===== src/rtl/fflop.sv =====
// N-bit register with write enable and asynchronous active-low clear to INIT.
// out is driven straight from the register, so there is no combinational path from in.
module fflop #(
   parameter int unsigned N    = 8,
   parameter logic [N-1:0] INIT = '0
) (
   input  logic         clk,
   input  logic         reset,
   input  logic         we,
   input  logic [N-1:0] in,
   output logic [N-1:0] out
);

   logic [N-1:0] r_q;

   // Clear wins over a write landing in the same time step.
   always_ff @(posedge clk or negedge reset) begin
      if (!reset) begin
         r_q <= INIT;
      end else if (we) begin
         r_q <= in;
      end
   end

   assign out = r_q;

endmodule


===== config.mk =====
export PLATFORM = sky130hd
export DESIGN_NAME = fflop
export DESIGN_NICKNAME = d
export VERILOG_FILES = /design/src/rtl/fflop.sv
export SDC_FILE = /design/constraint.sdc
export NUM_CORES = 1
export LEC_CHECK = 0
export ABC_AREA = 0
export ABC_CLOCK_PERIOD_IN_PS = 800
export CORE_AREA = 10 10 47 49
export DETAILED_ROUTE_END_ITERATION = 10
export DIE_AREA = 0 0 57 59
export GPL_TIMING_DRIVEN = 1
export HOLD_SLACK_MARGIN = 0.02
export PLACE_DENSITY = 0.63
export SYNTH_ARGS = -nofsm -noshare
export SYNTH_HDL_FRONTEND = slang
export SYNTH_SLANG_ARGS = --single-unit

===== constraint.sdc =====
create_clock -name clk -period 0.8 [get_ports clk]
set_input_delay 0.16 -clock clk [delete_from_list [all_inputs] [get_ports clk]]
set_output_delay 0.16 -clock clk [all_outputs]
set_load 0.02 [all_outputs]

==> flow_summary_export.csv <==
group,metric,value,unit
global_route,grt_pass1_vias,285,
worst_setup_path,path_cells,"buf_6",
cts,postCtsHoldBufs,0,
cells_and_area,final_common_cell,"buf_6",
cts,clk_pin_slew,0.05,ns
cells_and_area,multi_input_area,120.1,um2
worst_setup_path,cpMaxStageDelayCell,"dfrtp_2",
floorplanning,initial_core_util,23.66,%
cells_and_area,most-common-layout-cells,"11 x buf_6, 9 x clkdlybuf4s50_1, 8 x mux2_4, 8 x dfrtp_2, 3 x clkbuf_4",
place,gp_congestion,0.7059,
route,routed_wl,963,um
timing,finalCriticalPeriod,0.9642,ns
place,dp.cells,52,
timing,max_freq,1037,MHz
timing,fin_hold_ws,0.1883,ns
cells_and_area,fin_cells,57,
cts,clk_latency,0.25,ns
timing,setup_viol,10,
min_path,hold_class,"in -> async",
floorplanning,fp.dieW,57,um
timing,slew_viol_final,0,
flow_run,maxCapViolCount,0,
worst_setup_path,critPathMaxStageDelay,0.42,ns
status,violations,"setup timing",
synth,ys_ff_latch,8,
synth,yosysWarnings,0,
synth,synthesis.area,331.6,um2
cts,root_buffer,"clkbuf_4",
cells_and_area,fill_cells,134,
status,status,"complete, but fails checks",
route,drt_iter0_drc,5,
route,drc_errors,0,
global_route,antenna_found_initial,0,
cts,cts.sinks,8,
timing,rsz0062_at_grt,"true",
cts,numCtsBuffers,3,
cells_and_area,drive_above_1_share,75.61,%
timing,relSlewSlack,75.79,%
route,wl_met2,575,um
route,dr.pass1.iters,4,
worst_setup_path,start_kind,"flop",
power_and_ir_drop,p_leak,0.2768,nW
timing,layout_worst_path_cycle_share,120.5,%
synth,synth_top_cell_area_share,60.38,%
worst_setup_path,rrSetupSlack,-0.11,ns
cells_and_area,n_antenna_cell,0,
cells_and_area,largest_register_ffs,8,
synth,ys_top_cells_by_area,"dfrtp_1 60%, mux2_4 36%, buf_6 3.4%",
route,wl_met3,45,um
worst_setup_path,cp_top_family,"flip-flops",
timing,tightest_slew,0.3620,ns
route,antenna_left,0,
global_route,grt-ovfl-total,0,
place,port_buffers,18,
synth,syn_inst,17,
synth,synth-seq-area-share,60.38,%
synth,synth_nets,28,
worst_setup_path,cp.required,0.64,ns
cts,clockBufferDepth,2,
floorplanning,rows,14,
global_route,grt_use_total,6.196,%
power_and_ir_drop,ir_worst_vdd,0.8878,mV
timing,finalHoldViolCount,0,
floorplanning,ioPinCount,19,
global_route,grt_max_degree,9,
cts,cts_tree,"built",
worst_setup_path,critPathCaptureType,"primary output",
cells_and_area,seqCellArea,210.2,um2
power_and_ir_drop,power_density,1842,nW/um2
floorplanning,fp.coreArea,1401,um2
cells_and_area,areaGrowthSynthToFinish,81.89,%
cells_and_area,final_nets,54,
floorplanning,die-area,3363,um2
worst_setup_path,cp_max_fo,2,
route,routed_via_density,4.211,
floorplanning,die_h,59,um
synth,syn_area_per_cell,19.50,um2
timing,fin_skew,0,ns
worst_setup_path,cp_num_buf_inv,1,
route,via_count,240,
worst_setup_path,crit_type,"reg -> out",
route,top_layer,"met4",
timing,setup_slack,-0.1642,ns
worst_setup_path,arrival,0.80,ns
route,drt-wirelength-per-cell,16.89,um
cts,cts_max_level,1,
synth,yosysTopAreaCell,"dfrtp_1",
global_route,grt_pass1_wl,1552,um
synth,synth_cell_types,3,
route,routedLengthMet1,315,um
==> worst paths after layout <==
check	depth (start not counted)	end	start
setup / recovery	1	out[3]	out[3]$_DFFE_PN0P_
hold / removal	1	out[7]$_DFFE_PN0P_	reset
setup reg to reg	2	out[3]$_DFFE_PN0P_	out[3]$_DFFE_PN0P_
hold reg to reg	1	out[1]$_DFFE_PN0P_	out[1]$_DFFE_PN0P_
max in group asynchronous	1	out[5]$_DFFE_PN0P_	reset
min in group clk	3	out[5]$_DFFE_PN0P_	we
==> power by group <==
group          switching, mW  internal [mW]  total [mW]  leakage (nW)
registers             0.0338          0.453       0.487        0.0855
logic                  0.114          0.201       0.315         0.178
clock network          0.137          0.172       0.308        0.0138
total                  0.285          0.826        1.11         0.277
==> routing by layer <==
| metal | global-route usage, % | vias up |
|---|---|---|
| met5 | 0 | - |
| met4 | 4.362 | 0 |
| met3 | 3.004 | 2 |
| met2 | 10.85 | 10 |
| met1 | 5.502 | 118 |
| li1 | - | 110 |
==> through the flow <==
stage                     power (mW)  setup TNS [ns]  cell area [um2]  setup slack [ns]  utilization (%)
after CTS                      1.114          -1.364            591.8           -0.1651            42.23
after detailed placement      0.7707          -5.743            545.5           -0.4136            38.93
final                          1.111          -1.429            603.1           -0.1642            43.04
after floorplan               0.6125         -0.1779            341.6          -0.02224                -
after global routing           1.172          -1.716            603.1           -0.1930            43.04
after global placement        0.7649          -5.682            545.5           -0.4097            38.93
==> synth_stat cells <==
| library cell | count |
|---|---|
| mux2_4 | 8 |
| dfrtp_1 | 8 |
| buf_6 | 1 |
==> cell type report <==
cell class	instances	area share, %
Multi-Input combinational cell	8	19.92
Timing Repair Buffer	22	38.17
Sequential cell	8	34.85
Tap cell	16	3.320
Clock buffer	3	3.734
==> kinds of logic after synthesis <==
logic type,share of synthesized area (%)
buffers and inverters,3.396
multiplexers,36.23
flip-flops,60.38
==> worst reg2reg max path, delay by kind of cell, from the launching register on <==
kind                   cells  cell delay (ns)
buffers and inverters      1             0.12
muxes                      1             0.26
DFF                        1             0.42
==> what timing repair did <==
item | CTS | global route
buffers inserted | 1 | 1
endpoints found under the setup margin | 16 | 13
gates resized for setup | 51 | 1
endpoints found under the hold margin | 0 | 0
Power figures use the tool's default switching activity.
